File: src/rtl/tx_scrambler_if.sv
// Block interface between the TX encoder, the 64b/66b scrambler and the downstream lane logic.
// The i_test_mode signal exists only when PCS_TX_SCR_PRBS31_EN is defined.
`timescale 1ns/1ps
interface tx_scrambler_if #(
    parameter int NB_DATA_CODED = 66
);
    logic                     i_enable;
    logic                     i_valid;
    logic                     i_bypass;
    logic [NB_DATA_CODED-1:0] i_tx_coded;
    logic [NB_DATA_CODED-1:0] o_tx_scrambled;
    logic                     o_valid;
`ifdef PCS_TX_SCR_PRBS31_EN
    logic                     i_test_mode;
`endif

    modport master (
        output i_enable, i_valid, i_bypass, i_tx_coded,
`ifdef PCS_TX_SCR_PRBS31_EN
        output i_test_mode,
`endif
        input  o_tx_scrambled, o_valid
    );

    modport slave (
        input  i_enable, i_valid, i_bypass, i_tx_coded,
`ifdef PCS_TX_SCR_PRBS31_EN
        input  i_test_mode,
`endif
        output o_tx_scrambled, o_valid
    );
endinterface

File: src/rtl/tx_scrambler.sv
// Self-synchronous 64b/66b payload scrambler, G(x) = 1 + x^39 + x^58; sync header passes through.
// Optional PRBS31 test-pattern generator is compiled in when PCS_TX_SCR_PRBS31_EN is defined.
`timescale 1ns/1ps
module tx_scrambler #(
    parameter int                     NB_DATA_CODED = 66,
    parameter int                     NB_SCR_STATE  = 58,
    parameter logic [NB_SCR_STATE-1:0] SCR_SEED     = {NB_SCR_STATE{1'b1}}
) (
    input logic          i_clock,
    input logic          i_reset,
    tx_scrambler_if.slave bus
);
    localparam int NB_PAYLOAD = NB_DATA_CODED - 2;
    localparam int NB_SEQ     = NB_SCR_STATE + NB_PAYLOAD;

    logic [NB_SCR_STATE-1:0]  scr_state;
    logic [NB_SCR_STATE-1:0]  scr_state_next;
    logic [NB_PAYLOAD-1:0]    scr_payload;
    logic [NB_DATA_CODED-1:0] tx_scrambled_q;
    logic                     valid_q;
    logic                     acc;

    // Bit sequence in time order: history (oldest first) followed by the new block, bit 0 first.
    function automatic logic [NB_PAYLOAD-1:0] scramble(
        input logic [NB_PAYLOAD-1:0]   d,
        input logic [NB_SCR_STATE-1:0] hist
    );
        logic [NB_SEQ-1:0] seq;
        seq = '0;
        for (int j = 0; j < NB_SCR_STATE; j++) begin
            seq[j] = hist[NB_SCR_STATE-1-j];
        end
        for (int i = 0; i < NB_PAYLOAD; i++) begin
            seq[NB_SCR_STATE+i] = d[i] ^ seq[NB_SCR_STATE+i-39] ^ seq[i];
        end
        return seq[NB_SEQ-1:NB_SCR_STATE];
    endfunction

    assign acc = bus.i_enable & bus.i_valid;

    always_comb begin
        scr_payload    = scramble(bus.i_tx_coded[NB_PAYLOAD-1:0], scr_state);
        scr_state_next = '0;
        for (int k = 0; k < NB_SCR_STATE; k++) begin
            scr_state_next[k] = scr_payload[NB_PAYLOAD-1-k];
        end
    end

`ifdef PCS_TX_SCR_PRBS31_EN
    logic [30:0]              prbs_state;
    logic [30:0]              prbs_state_next;
    logic [NB_DATA_CODED-1:0] prbs_bits;

    // PRBS31 (x^31 + x^28 + 1), one full coded block of bits per accepted test-mode block.
    always_comb begin
        prbs_state_next = prbs_state;
        prbs_bits       = '0;
        for (int i = 0; i < NB_DATA_CODED; i++) begin
            prbs_bits[i]    = prbs_state_next[30] ^ prbs_state_next[27];
            prbs_state_next = {prbs_state_next[29:0], prbs_bits[i]};
        end
    end
`endif

    always_ff @(posedge i_clock or negedge i_reset) begin
        if (!i_reset) begin
            tx_scrambled_q <= '0;
            valid_q        <= 1'b0;
            scr_state      <= SCR_SEED;
`ifdef PCS_TX_SCR_PRBS31_EN
            prbs_state     <= '1;
`endif
        end else begin
            valid_q <= acc;
`ifdef PCS_TX_SCR_PRBS31_EN
            if (acc && bus.i_test_mode) begin
                tx_scrambled_q <= prbs_bits;
                prbs_state     <= prbs_state_next;
            end else
`endif
            if (acc) begin
                // History always advances with the scrambled bits so leaving bypass needs no resync.
                tx_scrambled_q <= {bus.i_tx_coded[NB_DATA_CODED-1:NB_PAYLOAD],
                                   bus.i_bypass ? bus.i_tx_coded[NB_PAYLOAD-1:0] : scr_payload};
                scr_state      <= scr_state_next;
            end
        end
    end

    assign bus.o_tx_scrambled = tx_scrambled_q;
    assign bus.o_valid        = valid_q;
endmodule
File: src/flat_wrapper.sv
// flat-port wrapper written by rule: the top's interface ports become plain ports
module tx_scrambler_flat 
#(
    parameter int                     NB_DATA_CODED = 66,
    parameter int                     NB_SCR_STATE  = 58,
    parameter logic [NB_SCR_STATE-1:0] SCR_SEED     = {NB_SCR_STATE{1'b1}}
)
  (i_clock, i_reset, bus_i_enable, bus_i_valid, bus_i_bypass, bus_i_tx_coded, bus_o_tx_scrambled, bus_o_valid);
  tx_scrambler_if #(.NB_DATA_CODED(NB_DATA_CODED)) bus_i ();
  input logic i_clock;
  input logic i_reset;
  input wire logic [$bits(bus_i.i_enable)-1:0] bus_i_enable;
  input wire logic [$bits(bus_i.i_valid)-1:0] bus_i_valid;
  input wire logic [$bits(bus_i.i_bypass)-1:0] bus_i_bypass;
  input wire logic [$bits(bus_i.i_tx_coded)-1:0] bus_i_tx_coded;
  output wire logic [$bits(bus_i.o_tx_scrambled)-1:0] bus_o_tx_scrambled;
  output wire logic [$bits(bus_i.o_valid)-1:0] bus_o_valid;
  assign bus_i.i_enable = bus_i_enable;
  assign bus_i.i_valid = bus_i_valid;
  assign bus_i.i_bypass = bus_i_bypass;
  assign bus_i.i_tx_coded = bus_i_tx_coded;
  assign bus_o_tx_scrambled = bus_i.o_tx_scrambled;
  assign bus_o_valid = bus_i.o_valid;
  tx_scrambler #(.NB_DATA_CODED(NB_DATA_CODED), .NB_SCR_STATE(NB_SCR_STATE), .SCR_SEED(SCR_SEED)) u_core (.i_clock(i_clock), .i_reset(i_reset), .bus(bus_i));
endmodule
File: config.mk
export PLATFORM = sky130hd
export DESIGN_NAME = tx_scrambler_flat
export DESIGN_NICKNAME = d
export VERILOG_FILES = /design/src/rtl/tx_scrambler_if.sv /design/src/rtl/tx_scrambler.sv /design/src/flat_wrapper.sv
export SDC_FILE = /design/constraint.sdc
export NUM_CORES = 1
export LEC_CHECK = 0
export ABC_AREA = 1
export CAP_MARGIN = 20
export CORE_MARGIN = 2
export CORE_UTILIZATION = 48
export DETAILED_ROUTE_END_ITERATION = 12
export PLACE_DENSITY_LB_ADDON = 0.05
export SYNTH_ARGS = -nofsm -noshare
export SYNTH_HDL_FRONTEND = slang
export SYNTH_SLANG_ARGS = --single-unit
File: constraint.sdc
create_clock -name i_clock -period 1.15 [get_ports i_clock]
set_input_delay 0.23 -clock i_clock [delete_from_list [all_inputs] [get_ports i_clock]]
set_output_delay 0.23 -clock i_clock [all_outputs]
set_load 0.03 [all_outputs]
Yosys cells after proc, flatten, opt, wreduce, memory -nomap -nowiden
Index checks and enable logic that the tools add are counted.
Storage, ports and cells
  register bits after elaboration: 125
  bits of input ports: 71
  output and inout bits: 67
  word-level logic and storage cells: 133
Cells by class
  muxes and demuxes: 1
  bitwise operators: 129
Operator list (number)
  $xor A1 B1 Y1: 128
  $mux W64: 1
  $and A1 B1 Y1: 1

Logic depth before layout (Yosys ltp)
Gate-level depths: netlist of the first run.
  depth after elaboration: 5
  mapped depth: 10
  gate-level depth less buffers: 10

Least setup slack after synthesis of the first run
No wires, ideal clock.
  kind: reg2reg
  start point: reg u_core.scr_state[37]
  end point: reg u_core.tx_scrambled_q[59] (netlist: u_core.bus.o_tx_scrambled[59])
  library setup time: 0.117 ns
  arrival time: 1.114 ns
  data required time: 1.033 ns
  slack: -0.081 ns
  stages on the path, launching flop included: 9
  path buffers: 0
  period minus slack after synthesis: 1.231 ns
  cell sequence: dfstp_2 -> or2_1 -> nand3_1 -> nand2_4 -> inv_2 -> nand2_1 -> nand3_1 -> nand2_1 -> nand2_1
On the way
  cells in the longest elaborated chain, start to end: 4
  elaborated cells on any way between the ends: 6
  those cells by class: mux (1); bitwise (5)
RTL lines
  start: declaration: RTL line tx_scrambler.sv:16  | logic [NB_SCR_STATE-1:0] scr_state;
  start signal: assignment: RTL line tx_scrambler.sv:85  | scr_state <= scr_state_next;
  $xor A1 B1 Y1 (2 in series): RTL line tx_scrambler.sv:34  | seq[NB_SCR_STATE+i] = d[i] ^ seq[NB_SCR_STATE+i-39] ^ seq[i];
  $xor A1 B1 Y1 (*): RTL line tx_scrambler.sv:34
  $mux W64 (*): RTL line tx_scrambler.sv:84  | bus.i_bypass ? bus.i_tx_coded[NB_PAYLOAD-1:0] : scr_payload};
  end signal: assignment: RTL line tx_scrambler.sv:83  | tx_scrambled_q <= {bus.i_tx_coded[NB_DATA_CODED-1:NB_PAYLOAD],
  end: declaration: RTL line tx_scrambler.sv:19  | logic [NB_DATA_CODED-1:0] tx_scrambled_q;
Every way passes the cells marked *; elsewhere a longest branch is shown, timed or not.
A chain may end at the register's enable or synchronous reset.

Final worst setup path of the first run
  start point: reg u_core.scr_state[38]
  end point: reg u_core.tx_scrambled_q[58] (netlist: u_core.bus.o_tx_scrambled[58])
Same word-level chain as after synthesis.

==> results of run 1 <==
-- Yosys cell counts --
master    instances  area (um^2)
nand3_1          76          380
or2_4             4         35.0
nand3b_1         13         97.6
o21ai_0          29          145
a21oi_2           1         8.76
nand2_4           6         67.6
buf_2            20          100
buf_1             3         11.3
nor2_1           58          218
a21oi_1         121          606
dfrtp_1          67         1680
o21ai_1           2         10.0
inv_2             8         30.0
xor2_1           27          236
dfstp_2          58         1520
inv_1            49          184
nand3_2          10          100
xnor2_1          46          403
clkbuf_1         14         52.6
or2_1             2         12.5
nand2_2          16          100
nand2_1         283         1060
buf_4             2         15.0
-- how the worst min path moves through the flow --
stage                                   from                            end  slack [ns]  cells past startpoint
after floorplan                      i_reset   u_core.bus.o_tx_scrambled[0]       -0.07                      0
after global placement               i_reset  u_core.bus.o_tx_scrambled[21]        0.23                      2
after detailed placement             i_reset  u_core.bus.o_tx_scrambled[21]        0.23                      2
after CTS                 bus_i_tx_coded[64]  u_core.bus.o_tx_scrambled[64]        0.32                      3
after global routing                 i_reset  u_core.bus.o_tx_scrambled[14]        0.36                      3
final                                i_reset  u_core.bus.o_tx_scrambled[21]        0.34                      3
-- cell type report --
type                            instances  area share (%)
Multi-Input combinational cell        694            40.9
Sequential cell                       125            27.3
Timing Repair Buffer                  273            23.2
Clock buffer                           31            4.51
Tap cell                              184            1.96
Inverter                               57            1.87
Clock inverter                          1           0.256
-- registers in the layout, summed over array words and instances (netlist names) --
signal,count
u_core.bus.o_tx_scrambled,66
u_core.scr_state,58
u_core.bus.o_valid,1
-- report_power, final --
part / internal [mW] / switching [mW] / total [mW]
logic: 8.40 / 9.49 / 17.9
registers: 6.83 / 1.91 / 8.74
clock network: 3.27 / 1.90 / 5.16
total: 18.5 / 13.3 / 31.8
-- worst min-delay path, cell delays in order --
cell and delay [ns]:
dlygate4sd3_1 0.52, buf_4 0.14, buf_12 0.21
-- through the flow --
stage | hold slack (ns) | setup TNS (ns) | area (um^2) | util (%)
3_5_place_dp | 0.226 | -38.61 | 9130 | 63.0
4_1_cts | 0.324 | -8.72 | 10800 | 74.5
3_3_place_gp | 0.233 | -37.46 | 9130 | 63.0
5_1_grt | 0.363 | -19.04 | 11700 | 80.9
2_1_floorplan | -0.0656 | -0.365 | 7200 | -
6_report | 0.336 | -11.37 | 11700 | 80.9
-- metal layers --
metal,up-vias,GRT usage [%],wire length (um)
met5,-,0,0
li1,3457,-,-
met4,0,7.78,457
met2,251,42.3,11000
met1,3538,37.4,9800
met3,47,4.84,1190
-- cells by family (layout without fill, tap and decap cells) --
| family | Yosys count | count (layout) | synth area share, % |
|---|---|---|---|
| xor+xnor | 73 | 73 | 9.04 |
| buf+inv | 96 | 362 | 5.55 |
| compound gates | 153 | 153 | 10.9 |
| simple gates | 468 | 468 | 29.3 |
| flops | 125 | 125 | 45.2 |
-- timing repair --
action	in CTS	in global routing
gates resized for setup	207	175
pin swaps	92	117
buffers inserted	40	36
endpoints found under the hold margin	69	0
cloned	0	0
hold buffers	1	0
setup endpoints to repair	159	188
==> flow_summary.ini, run 1 <==
[outcome]
status = finished with violations
violations = setup timing

[worst_setup_path]
path_max_fanout = 5
worst-r2r-cell-count = 9
worstSetupStartpoint = u_core.scr_state[38]
path_class = reg2reg
crit_arrival_ns = 1.76
critical_path.endpoint_type = register
worstPathBufferInverterCount = 1
cpPeakStageDelay_ns = 0.57
crit_slowest_cell = dfstp_2
cp_common_cell = nand2_1
r2r_setup_slack_ns = -0.30
endpoint = u_core.bus.o_tx_scrambled[58]
crit_cells = 9
crit_required_ns = 1.47
crit_family = simple AND/OR/NAND/NOR gates
cp_cell_sequence = inv_2 > nand2_2 > nand2_1 > nand2_1 > nand3_2 > nand3_4 > nand3_1 > nand2_1 > nand2_1
reg2reg_from = u_core.scr_state[38]
startpoint_type = register
worstReg2RegEnd = u_core.bus.o_tx_scrambled[58]

[routing]
antenna_left = 0
drt_wl_total_um = 22500
post_drt_wl_per_cell_um = 16.5
drt_pass1_iterations = 5
drc = 0
viasPerCell = 5.34
vias = 7293
drtIter0Drc = 363

[floorplan]
dieArea_um2 = 15700
boundaryPins = 138
std_cell_rows = 44
coreArea_um2 = 14500
dieWidth_um = 125
initial_core_util_pct = 48.9
die_y_um = 125

[cells_and_area]
final_nets = 1239
final_common_cell = nand2_1
n_fill_cell = 895
ff_latch_area_um2 = 3200
multi_input_area_um2 = 4800
fin_cells = 1365
drive_gt1_share_pct = 50.0
antennaDiodeCount = 0
syn_to_final_growth_pct = 65.6
final_cell_mix = 180 x nand2_1, 104 x buf_4, 89 x nand2_2

[cts]
clock-sinks = 125
htreeDepth = 4
insertion_delay_ns = 0.43
cts.clk_slew.worst_paths_ns = 0.05
clockBufferDepth = 2
cts_root_buf = clkbuf_16
cts_tree = done
cts_made_buffers = 17

[timing]
period_share_pct = 126
worstMarginPinSlew_ns = 0.390
worst_slack_ns = -0.297
skew_ns = 0.00774
relSlewSlack_pct = 74.0
drv_slew = 0
setup_viol = 160
period_minus_slack_ns = 1.45
max_freq_ghz = 0.691
hold_violations = 0
rsz0062_at_grt = yes

[worst_hold_path]
hold_path_class = in2async

[power]
p_total_mw = 31.8
power_leakage_nw = 5.43
power.density_nw_per_um2 = 2710
ir_drop_mv = 1.36

[placement]
io_buffers = 137
gp_congestion = 0.828
dpl.cell_count = 1263
dpl.hpwl_um = 13500
post-place-ws_ns = -0.411

[global_route]
grt_pass1_wl_um = 33700
grt-ovfl-total = 0
grt_usage_pct = 26.6
grt_pass1_vias = 6822
antenna_found_initial = 0
grt_max_degree = 70

[synth]
mappedNetlistNets = 986
synth.distinct_cells = 23
netlist_instances = 915
seq_area_frac_synth_pct = 45.2
syn_area_um2 = 7080
ys_ff_latch = 125
syn_avg_cell_area_um2 = 7.73
ys_warn_count = 0

[run]
cap_viol_max_count = 0
Note: power is estimated with default switching activity, not from simulation.
==> run 2, diff against run 1 <==
--- a/config.mk
+++ b/config.mk
@@ -11,6 +11,7 @@
 export CORE_UTILIZATION = 48
 export DETAILED_ROUTE_END_ITERATION = 12
 export PLACE_DENSITY_LB_ADDON = 0.05
+export SKIP_CTS_REPAIR_TIMING = 1
 export SYNTH_ARGS = -nofsm -noshare
 export SYNTH_HDL_FRONTEND = slang
 export SYNTH_SLANG_ARGS = --single-unit
==> run 2 against run 1 <==
Against the previous run:
- the flow still finishes with violations (setup timing)
- combinational power is 7% lower
- highest routed layer unchanged
- routed wire length fell by 6.4%
- global-route usage down 1.8 points
==> flow_summary.ini, run 2 (synthesis results as in run 1) <==
[outcome]
violations = setup timing
status = finished with violations

[worst_setup_path]
crit_arrival_ns = 1.70
startpoint_type = register
cpPeakStageDelay_ns = 0.61
worstPathBufferInverterCount = 1
crit_required_ns = 1.46
path_class = reg2reg
critical_path.endpoint_type = register
cp_common_cell = nand2_4
crit_slowest_cell = dfstp_2
path_max_fanout = 5
crit_family = simple AND/OR/NAND/NOR gates
cp_cell_sequence = nand2_2 > nand2_4 > nand2_4 > nand2_4 > inv_2 > nand2_2 > nand3_2 > nand2_1 > nand2_1

[cts]
cts.clk_slew.worst_paths_ns = 0.05
cts_tree = done
insertion_delay_ns = 0.43
clock-sinks = 125
htreeDepth = 4
cts_root_buf = clkbuf_16
clockBufferDepth = 2
cts_made_buffers = 17

[routing]
wl_met3_um = 981
met1_length_um = 9510
drt_pass1_iterations = 5
viasPerCell = 5.19
vias = 6961
drc = 0
dr.max_layer_used = met4
antenna_left = 0
drtIter0Drc = 414
drt_wl_total_um = 21100
met2_length_um = 10200
post_drt_wl_per_cell_um = 15.7

[cells_and_area]
n_fill_cell = 987
drive_gt1_share_pct = 47.5
final_common_cell = nand2_1
antennaDiodeCount = 0
final_cell_mix = 182 x nand2_1, 90 x nand2_2, 87 x buf_4
fin_cells = 1340
final_nets = 1214
syn_to_final_growth_pct = 60.5
post-route-cell-area_um2 = 11400
largest_register_ffs = 66

[timing]
worst_slack_ns = -0.234
max_freq_ghz = 0.722
tns_ns = -10.75
relSlewSlack_pct = 73.9
hold_ws_ns = 0.334
period_share_pct = 120
drv_slew = 0
rsz0062_at_grt = yes
worstMarginPinSlew_ns = 0.392
skew_ns = 0.00941
hold_violations = 0
setup_viol = 163
period_minus_slack_ns = 1.38

[floorplan]
std_cell_rows = 44
initial_core_util_pct = 48.9
die_y_um = 125
dieArea_um2 = 15700
dieWidth_um = 125
coreArea_um2 = 14500
boundaryPins = 138

[run]
cap_viol_max_count = 0

[global_route]
antenna_found_initial = 0
grt_pass1_vias = 6324
grt_max_degree = 70
grt_usage_pct = 24.8
grt-ovfl-total = 0
grt_pass1_wl_um = 31500

[placement]
place_area_um2 = 9130
dpl.hpwl_um = 13500
io_buffers = 137
dpl.cell_count = 1263
gp_congestion = 0.828

[power]
p_total_mw = 30.5
power_leakage_nw = 5.22
power.density_nw_per_um2 = 2680
ir_drop_mv = 1.36

[worst_hold_path]
hold_path_class = in2async
## run 2: worst register-to-register path, stage by stage (launching register included)
cell	delay [ns]
dfstp_2	0.61
nand2_2	0.12
nand2_4	0.10
nand2_4	0.06
nand2_4	0.11
inv_2	0.05
nand2_2	0.08
nand3_2	0.06
nand2_1	0.06
nand2_1	0.04
## run 2: layout make-up
| class | count | area, um^2 | area share (%) |
|---|---|---|---|
| flip-flops and latches | 125 | 3200 | 28.2 |
| multi-input cells | 694 | 4660 | 41.0 |
| clock inverters | 1 | 30.0 | 0.264 |
| inverters | 57 | 216 | 1.91 |
| repair buffers | 248 | 2500 | 22.0 |
| well taps | 184 | 230 | 2.03 |
| clock buffers | 31 | 528 | 4.65 |
## run 2: final timing paths
path,from,to,slack (ns),cells past startpoint
worst min-delay path,i_reset,u_core.bus.o_tx_scrambled[21],0.33,3
worst max-delay path,u_core.scr_state[35],u_core.bus.o_tx_scrambled[61],-0.23,9
min in group i_clock,bus_i_tx_coded[64],u_core.bus.o_tx_scrambled[64],0.35,3
worst min register to register,u_core.scr_state[39],u_core.scr_state[39],0.49,2
worst max register to register,u_core.scr_state[35],u_core.bus.o_tx_scrambled[61],-0.23,9
max in group asynchronous,i_reset,u_core.scr_state[39],0.40,3
## run 2: metal layers
layer / up-vias / track usage [%]
li1: 3394 / -
met1: 3351 / 35.6
met4: 0 / 7.45
met3: 40 / 4.84
met2: 176 / 38.4
met5: - / 0
## run 2: stage by stage
stage	util, %	setup WS [ns]
2_1_floorplan	-	-0.0510
3_3_place_gp	63.0	-0.387
3_5_place_dp	63.0	-0.411
4_1_cts	66.9	-0.200
5_1_grt	78.4	-0.344
6_report	78.4	-0.234
## run 2: where the power goes
| group | total [mW] | internal (mW) | switching [mW] | leakage, nW |
|---|---|---|---|---|
| sequential | 8.70 | 6.83 | 1.88 | 1.36 |
| combinational | 16.6 | 7.69 | 8.91 | 3.59 |
| clock | 5.16 | 3.27 | 1.90 | 0.270 |
| total | 30.5 | 17.8 | 12.7 | 5.22 |
